$ cat src/rtl/wb_modport_pkg.sv
// Shared types and constants for the Wishbone-to-application request bridge.
package wb_modport_pkg;

  localparam int DEF_APP_AW    = 26;
  localparam int DEF_DW        = 32;
  localparam int DEF_APP_RW    = 9;
  localparam int DEF_BURST_LEN = 8;

  localparam logic [2:0] CTI_CLASSIC = 3'b000;
  localparam logic [2:0] CTI_INCR    = 3'b010;
  localparam logic [2:0] CTI_END     = 3'b111;

  typedef enum logic [2:0] {
    IDLE,
    REQ,
    WDATA,
    RDATA,
    DRAIN
  } state_e;

endpackage

$ cat src/rtl/wb_modport_len.sv
// Burst length: min(BURST_LEN, words left in the column page); 1 for single transfers.
// Purely combinational; page is 2^(8+colbits) words.
module wb_modport_len
  import wb_modport_pkg::*;
#(
  parameter int APP_RW    = DEF_APP_RW,
  parameter int BURST_LEN = DEF_BURST_LEN
) (
  input  logic              burst_i,
  input  logic [1:0]        colbits_i,
  input  logic [10:0]       word_addr_i,
  output logic [APP_RW-1:0] len_o
);

  logic [11:0] page_words;
  logic [11:0] offset;
  logic [11:0] remain;

  always_comb begin
    page_words = 12'd256 << colbits_i;
    offset     = {1'b0, word_addr_i} & (page_words - 12'd1);
    remain     = page_words - offset;
    len_o      = APP_RW'(1);
    if (burst_i) begin
      len_o = (remain > 12'(BURST_LEN)) ? APP_RW'(BURST_LEN) : APP_RW'(remain);
    end
  end

endmodule

$ cat src/rtl/wb_modport.sv
// Wishbone slave to application request/data bridge; write ack is same-cycle, read ack 1 cycle after app_rd_valid.
// Multi-beat INCR bursts only when WB_MODPORT_BURST_EN is defined; otherwise every beat is a single request.
module wb_modport
  import wb_modport_pkg::*;
#(
  parameter int APP_AW    = DEF_APP_AW,
  parameter int dw        = DEF_DW,
  parameter int APP_RW    = DEF_APP_RW,
  parameter int BURST_LEN = DEF_BURST_LEN
) (
  input  logic                wb_clk,
  input  logic                wb_rst,
  input  logic                wb_cyc,
  input  logic                wb_stb,
  input  logic                wb_we,
  input  logic [dw/8-1:0]     wb_sel,
  input  logic [APP_AW-1:0]   wb_addr,
  input  logic [dw-1:0]       wb_dati,
  input  logic [2:0]          wb_cti,
  output logic [dw-1:0]       wb_dato,
  output logic                wb_ack,
  input  logic [1:0]          cfg_colbits,
  output logic                app_req,
  output logic [APP_AW-3:0]   app_req_addr,
  output logic [APP_RW-1:0]   app_req_len,
  output logic                app_req_wr_n,
  input  logic                app_req_ack,
  output logic [dw-1:0]       app_wr_data,
  output logic [dw/8-1:0]     app_wr_en_n,
  input  logic                app_wr_next,
  input  logic [dw-1:0]       app_rd_data,
  input  logic                app_rd_valid
);

  state_e              state_q, state_d;
  logic [APP_AW-3:0]   addr_q, addr_d;
  logic [APP_RW-1:0]   len_q, len_d;
  logic [APP_RW-1:0]   cnt_q, cnt_d;
  logic [APP_RW-1:0]   cnt_inc;
  logic [APP_RW-1:0]   burst_len;
  logic                wr_n_q, wr_n_d;
  logic                rd_ack_q, rd_ack_d;
  logic [dw-1:0]       dato_q, dato_d;
  logic                wr_ack;
  logic [dw/8-1:0]     wr_en_n;
  logic                burst;
  logic                unused_addr_bits;

  assign unused_addr_bits = ^wb_addr[1:0];

`ifdef WB_MODPORT_BURST_EN
  assign burst = (wb_cti == CTI_INCR);
`else
  assign burst = 1'b0;
`endif

  wb_modport_len #(
    .APP_RW    (APP_RW),
    .BURST_LEN (BURST_LEN)
  ) u_len (
    .burst_i     (burst),
    .colbits_i   (cfg_colbits),
    .word_addr_i (wb_addr[12:2]),
    .len_o       (burst_len)
  );

  assign cnt_inc = cnt_q + APP_RW'(1);

  always_ff @(posedge wb_clk or posedge wb_rst) begin
    if (wb_rst) begin
      state_q  <= IDLE;
      addr_q   <= '0;
      len_q    <= APP_RW'(1);
      cnt_q    <= '0;
      wr_n_q   <= 1'b1;
      rd_ack_q <= 1'b0;
      dato_q   <= '0;
    end else begin
      state_q  <= state_d;
      addr_q   <= addr_d;
      len_q    <= len_d;
      cnt_q    <= cnt_d;
      wr_n_q   <= wr_n_d;
      rd_ack_q <= rd_ack_d;
      dato_q   <= dato_d;
    end
  end

  always_comb begin
    state_d  = state_q;
    addr_d   = addr_q;
    len_d    = len_q;
    cnt_d    = cnt_q;
    wr_n_d   = wr_n_q;
    rd_ack_d = 1'b0;
    dato_d   = dato_q;
    wr_ack   = 1'b0;
    wr_en_n  = '1;
    case (state_q)
      IDLE: begin
        // The master still sees the last read ack this cycle; don't mistake it for a new request.
        if (wb_cyc && wb_stb && !rd_ack_q) begin
          addr_d  = wb_addr[APP_AW-1:2];
          wr_n_d  = ~wb_we;
          len_d   = burst_len;
          cnt_d   = '0;
          state_d = REQ;
        end
      end
      REQ: begin
        if (app_req_ack) begin
          state_d = wr_n_q ? RDATA : WDATA;
        end
      end
      WDATA: begin
        if (!wb_cyc) begin
          state_d = IDLE;
        end else if (wb_stb) begin
          wr_en_n = ~wb_sel;
          if (app_wr_next) begin
            wr_ack = 1'b1;
            cnt_d  = cnt_inc;
            if ((cnt_inc == len_q) || (wb_cti == CTI_END)) begin
              state_d = IDLE;
            end
          end
        end
      end
      RDATA: begin
        if (app_rd_valid) begin
          cnt_d = cnt_inc;
          if (wb_cyc) begin
            rd_ack_d = 1'b1;
            dato_d   = app_rd_data;
          end
        end
        if (app_rd_valid && (cnt_inc == len_q)) begin
          state_d = IDLE;
        end else if (!wb_cyc || (app_rd_valid && (wb_cti == CTI_END))) begin
          state_d = DRAIN;
        end
      end
      DRAIN: begin
        if (app_rd_valid) begin
          cnt_d = cnt_inc;
          if (cnt_inc == len_q) begin
            state_d = IDLE;
          end
        end
      end
      default: state_d = IDLE;
    endcase
  end

  assign wb_ack       = wr_ack | (rd_ack_q & wb_cyc & wb_stb);
  assign wb_dato      = dato_q;
  assign app_req      = (state_q == REQ);
  assign app_req_addr = addr_q;
  assign app_req_len  = len_q;
  assign app_req_wr_n = wr_n_q;
  assign app_wr_data  = wb_dati;
  assign app_wr_en_n  = wr_en_n;

endmodule

$ cat config.mk
export PLATFORM = sky130hd
export DESIGN_NAME = wb_modport
export DESIGN_NICKNAME = d
export VERILOG_FILES = /design/src/rtl/wb_modport_pkg.sv /design/src/rtl/wb_modport_len.sv /design/src/rtl/wb_modport.sv
export SDC_FILE = /design/constraint.sdc
export NUM_CORES = 1
export LEC_CHECK = 0
export BUFFER_PORTS_ARGS = -buffer_cell sky130_fd_sc_hd__buf_2
export CAP_MARGIN = 15
export CORE_MARGIN = 4
export CORE_UTILIZATION = 46
export DETAILED_ROUTE_END_ITERATION = 10
export PLACE_DENSITY_LB_ADDON = 0.1
export SYNTH_ARGS = -nofsm -noshare
export SYNTH_HDL_FRONTEND = slang
export SYNTH_HIERARCHICAL = 1
export SYNTH_SLANG_ARGS = --single-unit
$ cat constraint.sdc
create_clock -name wb_clk -period 3.25 [get_ports wb_clk]
set_clock_uncertainty 0.1 [all_clocks]
set_input_delay 0.325 -clock wb_clk [delete_from_list [all_inputs] [get_ports wb_clk]]
set_output_delay 0.325 -clock wb_clk [all_outputs]
set_load 0.1 [all_outputs]
==> results of run 1 <==
==> layout make-up <==
class	instances	area [um2]	area share
Clock buffer	9	124	0.0254
Clock inverter	7	120	0.0247
Inverter	12	46.3	0.00950
Multi-Input combinational cell	221	1720	0.352
Sequential cell	79	1980	0.406
Tap cell	105	131	0.0270
Timing Repair Buffer	147	756	0.155
==> logic make-up after synthesis <==
family                     after synthesis
muxes                                   68
AOI/OAI and AO/OA                       57
xor gates and xnor gates                11
buffers and inverters                   66
other                                    2
DFF                                     79
and+or+nand+nor                         73
adders and majority gates                3
==> registers in the layout (all words and copies together) (netlist names) <==
| name | flops |
|---|---|
| state_q | 3 |
| app_req_len | 9 |
| app_req_wr_n | 1 |
| rd_ack_q | 1 |
| app_req_addr | 24 |
| wb_dato | 32 |
| cnt_q | 9 |
==> worst max path at each step <==
| stage | slack (ns) | start | depth (start not counted) | end |
|---|---|---|---|---|
| 5_1_grt | 0.11 | cnt_q[0] | 8 | state_q[1] |
| 4_1_cts | 0.22 | cnt_q[0] | 8 | state_q[1] |
| 6_report | 0.23 | cnt_q[0] | 8 | state_q[1] |
| 2_1_floorplan | 0.05 | app_req_len[7] | 7 | state_q[1] |
| 3_3_place_gp | 0.30 | cnt_q[0] | 8 | state_q[1] |
| 3_5_place_dp | 0.24 | cnt_q[0] | 8 | state_q[1] |
==> metrics by stage <==
| stage | area (um2) | setup WS [ns] | cells |
|---|---|---|---|
| 6_report | 4870 | 0.231 | 580 |
| 5_1_grt | 4870 | 0.107 | 580 |
| 4_1_cts | 4870 | 0.220 | 580 |
| 3_5_place_dp | 4630 | 0.244 | 564 |
| 3_3_place_gp | 4630 | 0.299 | 564 |
| 2_1_floorplan | 4080 | 0.0494 | 366 |
==> cells in the mapped netlist (2+ instances only) <==
cell	instances
nand3_1	7
dfstp_2	2
ha_1	3
o31ai_1	6
xnor2_1	7
mux2_2	65
nand3b_1	2
o211ai_1	2
nor3_1	10
o22ai_1	2
inv_1	12
a31oi_1	6
conb_1	2
nand2b_1	4
a211o_1	3
buf_2	2
or3_1	2
nand4_1	3
xor2_1	4
mux2i_1	2
and3_1	4
nand2_1	19
o21ai_0	17
o2111ai_1	3
buf_4	37
clkbuf_1	15
a21oi_1	6
nor2_1	14
o31a_1	2
dfrtp_1	77
==> routing by layer <==
metal  GRT usage  routed length, um
met1       0.228               3750
met2       0.297               4540
met3      0.0654                859
met4      0.0838                237
met5           0                  0
==> summary.md, run 1 <==
| Metric | Value |
|---|---|
| I/O Buffers | 144 |
| Total of max-cap violations | 0 |
| Total I/O pin count | 211 |
| Run status | finished clean |
| Sequential element share of the synthesized area | 0.489 |
| Layout Utilization | 0.581 |
| DRT Wirelength | 9.39 mm |
| Routed Antenna Nets | 0 |
| Crit-path slowest cell | or4_4 |
| Detailed-route via count | 3,083 |
| Slew Limit Fails | 0 |
| Core Footprint | 8380 um2 |
| Cell taking the most area after synthesis | dfrtp_1 |
| Drt wl/cell | 16.2 um |
| Post CTS Setup Buffer Count | 0 |
| Die Span X | 102 um |
| CTS buffer count | 9 |
| Fin crit share | 0.929 |
| Post-Synthesis Cells | 359 |
| Total gr overflow | 0 |
| Number of gates resized after cts | 0 |
| Most frequent cells in the layout | buf_2, dfrtp_1, mux2_2, nand2_1, o21ai_0 |
| Peak Freq | 331 MHz |
| Clk pin slew, worst setup/hold paths | 0.09 ns |
| Initial antenna violation count | 0 |
| Clk sinks | 79 |
| Synth Area per Inst | 11.3 um2 |
| Worst Path Required | 3.38 ns |
| RSZ-0062 raised after global routing | no |
| Ys Warns | 6 |
| Fin. Hold Viols | 0 |
| Fin Hold WS | 0.0222 ns |
| Worst min-delay path category | in2async |
| Reg2reg path depth | 8 |
| Slowest stage delay, CP | 0.54 ns |
| WS Path Type | reg2reg |
| TNS Setup | 0 ns |
| Vias in the first global route | 3,102 |
| Top cell family by delay on the critical path | compound AO/OA/AOI/OAI gates |
| Final min period | 3.02 ns |
| CTS tree | yes |
| P&R area growth vs syn | 20.4% |
| Buffers & Inverters on Critical Path | 0 |
| Global Route Usage Sum | 0.186 |
| Critical R2R Capture | state_q[1] |
| Synth Area in Adders | 0.00927 |
| Post-Synth Simple-Gate Area | 0.0946 |
| Hold_buf cts | 0 |
| Endpoints failing setup | 0 |
| Synth async-reset ratio | 1.00 |
| Drt first pass iters | 4 |
| Multiplexer share of the synthesized area | 0.189 |
| Nets | 580 |
| Worst R2R Start | cnt_q[0] |
| FILL cells | 754 |
| Largest cells by area after synthesis | dfrtp_1, mux2_2, buf_4 |
| Largest net degree at the start of global routing | 52 |
| # diodes | 0 |
| Die Ht | 102 um |
| Flop2flop setup slack | 0.23 ns |
| Synth unique cells | 49 |
| Clock latency on the worst-skew pair | 0.35 ns |
| Worst Path Max Fanout | 6 |
| Cell Rows | 33 |
| Post-Synth XOR/XNOR Area | 0.0238 |
| First-pass GRT wire length | 15.0 mm |
| Critical-path cell list | ha_1 > xor2_1 > a211o_1 > a2111o_1 > or4_4 > nor3_1 > o22ai_1 > mux2_4 |
| Clk root buf | clkbuf_8 |
| Layout cells sized above 1 | 0.507 |
| Largest family of logic cells by synthesized area | multiplexers |
| Drt first-iter violations | 116 |
| Die area | 10,400 um2 |
| Crit. End Element | flop |
| WP data arrival | 3.15 ns |
| Yosys reg bits | 79 |
| Post-synthesis compound-gate area fraction | 0.0958 |
| DP Wirelength | 6.98 mm |
| RePlAce Congestion | 0.841 |
| Initial core utilization | 0.483 |
| Ys flop type | dfrtp_1 |
| Yosys top cell area share | 0.476 |
| Buffers from clock root to sink, at most | 2 |
| Rel. slew slack | 0.410 |
| Synthesized area | 4050 um2 |
| EDFF count, synth | 0 |
| Slew @ Worst Pin | 0.884 ns |
| Startpoint Class | flop |
| DRC errors left | 0 |
| Routed vias/inst | 5.32 |
| Most common cell after layout, fill and taps aside | buf_2 |
| H-Tree Level Count | 3 |
Power of run 1 is not shown: default switching activity piles up to over one toggle a cycle in this logic, so the estimate is an artifact.
==> inputs of run 2 (changes only) <==
Settings changed: HOLD_SLACK_MARGIN from default to 0.05, SLEW_MARGIN from default to 15.
==> run 2 against run 1 <==
Against the previous run: global-route usage barely moved; via count up 0.75%; clock-buffer cell count unchanged; critical endpoint unchanged; critical path depth unchanged; setup slack got worse by 0.0068 ns.
==> summary.md, run 2 (synthesized netlist as in run 1, its figures left out) <==
| Metric | Value |
|---|---|
| Run status | finished clean |
| Clk sinks | 79 |
| Worst min-delay path category | in2reg |
| FILL cells | 751 |
| Peak Freq | 330 MHz |
| Routed vias/inst | 5.34 |
| Worst Path Required | 3.39 ns |
| Fin. Hold Viols | 0 |
| Clk pin slew, worst setup/hold paths | 0.09 ns |
| Grt peak-use layer | met2 |
| Clock latency on the worst-skew pair | 0.35 ns |
| Routed Antenna Nets | 0 |
| TNS Setup | 0 ns |
| Cell Rows | 33 |
| Initial core utilization | 0.483 |
| Vias in the first global route | 3,118 |
| Most common cell after layout, fill and taps aside | buf_2 |
| DRT Wirelength | 9.40 mm |
| Drt first pass iters | 5 |
| # diodes | 0 |
| Largest net degree at the start of global routing | 52 |
| Endpoints failing setup | 0 |
| DP Wirelength | 6.98 mm |
| WS Path Type | reg2reg |
| Met2 GRT Util | 0.297 |
| P&R area growth vs syn | 20.9% |
| Fin crit share | 0.931 |
| Drt wl/cell | 16.2 um |
| Initial antenna violation count | 0 |
| Flop2flop setup slack | 0.22 ns |
| Total of max-cap violations | 0 |
| Core Footprint | 8380 um2 |
| GR Util met3 | 0.0654 |
| Crit. End Element | flop |
| Die Ht | 102 um |
| Drt first-iter violations | 110 |
| RSZ-0062 raised after global routing | no |
| CTS tree | yes |
| Max reg flops | 32 |
| Grt met1 use | 0.228 |
| Worst Path Max Fanout | 6 |
| Total gr overflow | 0 |
| Rel. slew slack | 0.414 |
| Slew @ Worst Pin | 0.878 ns |
| WP data arrival | 3.16 ns |
| Detailed-route via count | 3,106 |
| DRC errors left | 0 |
| RePlAce Congestion | 0.841 |
| Global Route Usage Sum | 0.186 |
| CTS buffer count | 9 |
| I/O Buffers | 144 |
| Startpoint Class | flop |
| H-Tree Level Count | 3 |
| Slew Limit Fails | 0 |
| Die Span X | 102 um |
| Clk root buf | clkbuf_8 |
| Post CTS Setup Buffer Count | 0 |
| First-pass GRT wire length | 15.0 mm |
| Die area | 10,400 um2 |
| Nets | 582 |
| Most frequent cells in the layout | buf_2, dfrtp_1, mux2_2, nand2_1, o21ai_0 |
| Total I/O pin count | 211 |
| Number of gates resized after cts | 0 |
| Layout cells sized above 1 | 0.505 |
| Buffers from clock root to sink, at most | 2 |
| Final min period | 3.03 ns |
[run 2: changes by cell type in the layout (fill, tap and decap cells not counted), sizes merged]
cell / change
dlygate4sd3: +2
[run 2: critical path: stages, from the launching register on]
cell and delay, ns:
dfrtp_1 0.44, ha_1 0.34, xor2_1 0.15, a211o_1 0.22, a2111o_1 0.40, or4_4 0.54, nor3_1 0.19, o22ai_1 0.19
mux2_4 0.33
[run 2: cell type report]
class,count,area (um2),share of cell area
Inverter,12,46.3,0.00946
Clock buffer,9,124,0.0253
Sequential cell,79,1980,0.405
Clock inverter,7,120,0.0246
Tap cell,105,131,0.0269
Multi-Input combinational cell,221,1720,0.351
Timing Repair Buffer,149,776,0.159
[run 2: metal layers]
| metal | wire length, um | share of wire | up-vias |
|---|---|---|---|
| met5 | 0 | 0 | - |
| met4 | 220 | 0.023 | 0 |
| met3 | 855 | 0.091 | 25 |
| met2 | 4560 | 0.48 | 122 |
| met1 | 3770 | 0.40 | 1504 |
| li1 | - | - | 1455 |
[run 2: path summary, 6_finish.rpt]
| check | startpoint | endpoint | depth (start not counted) |
|---|---|---|---|
| max reg2reg | cnt_q[0] | state_q[1] | 8 |
| min reg2reg | app_req_wr_n | app_req_wr_n | 2 |
| max | cnt_q[0] | state_q[1] | 8 |
| min | app_rd_data[6] | wb_dato[6] | 2 |
| max in group asynchronous | wb_rst | app_req_wr_n | 4 |
| min in group asynchronous | wb_rst | wb_dato[5] | 3 |
[run 2: through the flow]
step                       util  area [um2]  hold slack [ns]  std cells  worst slack (ns)
final                     0.584        4890           0.0896        582             0.224
after floorplan               -        4080            0.303        366            0.0494
after detailed placement  0.552        4630            0.386        564             0.244
after global placement    0.552        4630            0.376        564             0.299
after global routing      0.584        4890           0.0819        582             0.107
after CTS                 0.584        4890           0.0817        582             0.220
[run 2: timing repair]
action,in CTS,in global routing
hold buffers,2,0
hold endpoints to repair,4,0
endpoints found under the setup margin,0,0
Power of run 2 is left out for the same reason.
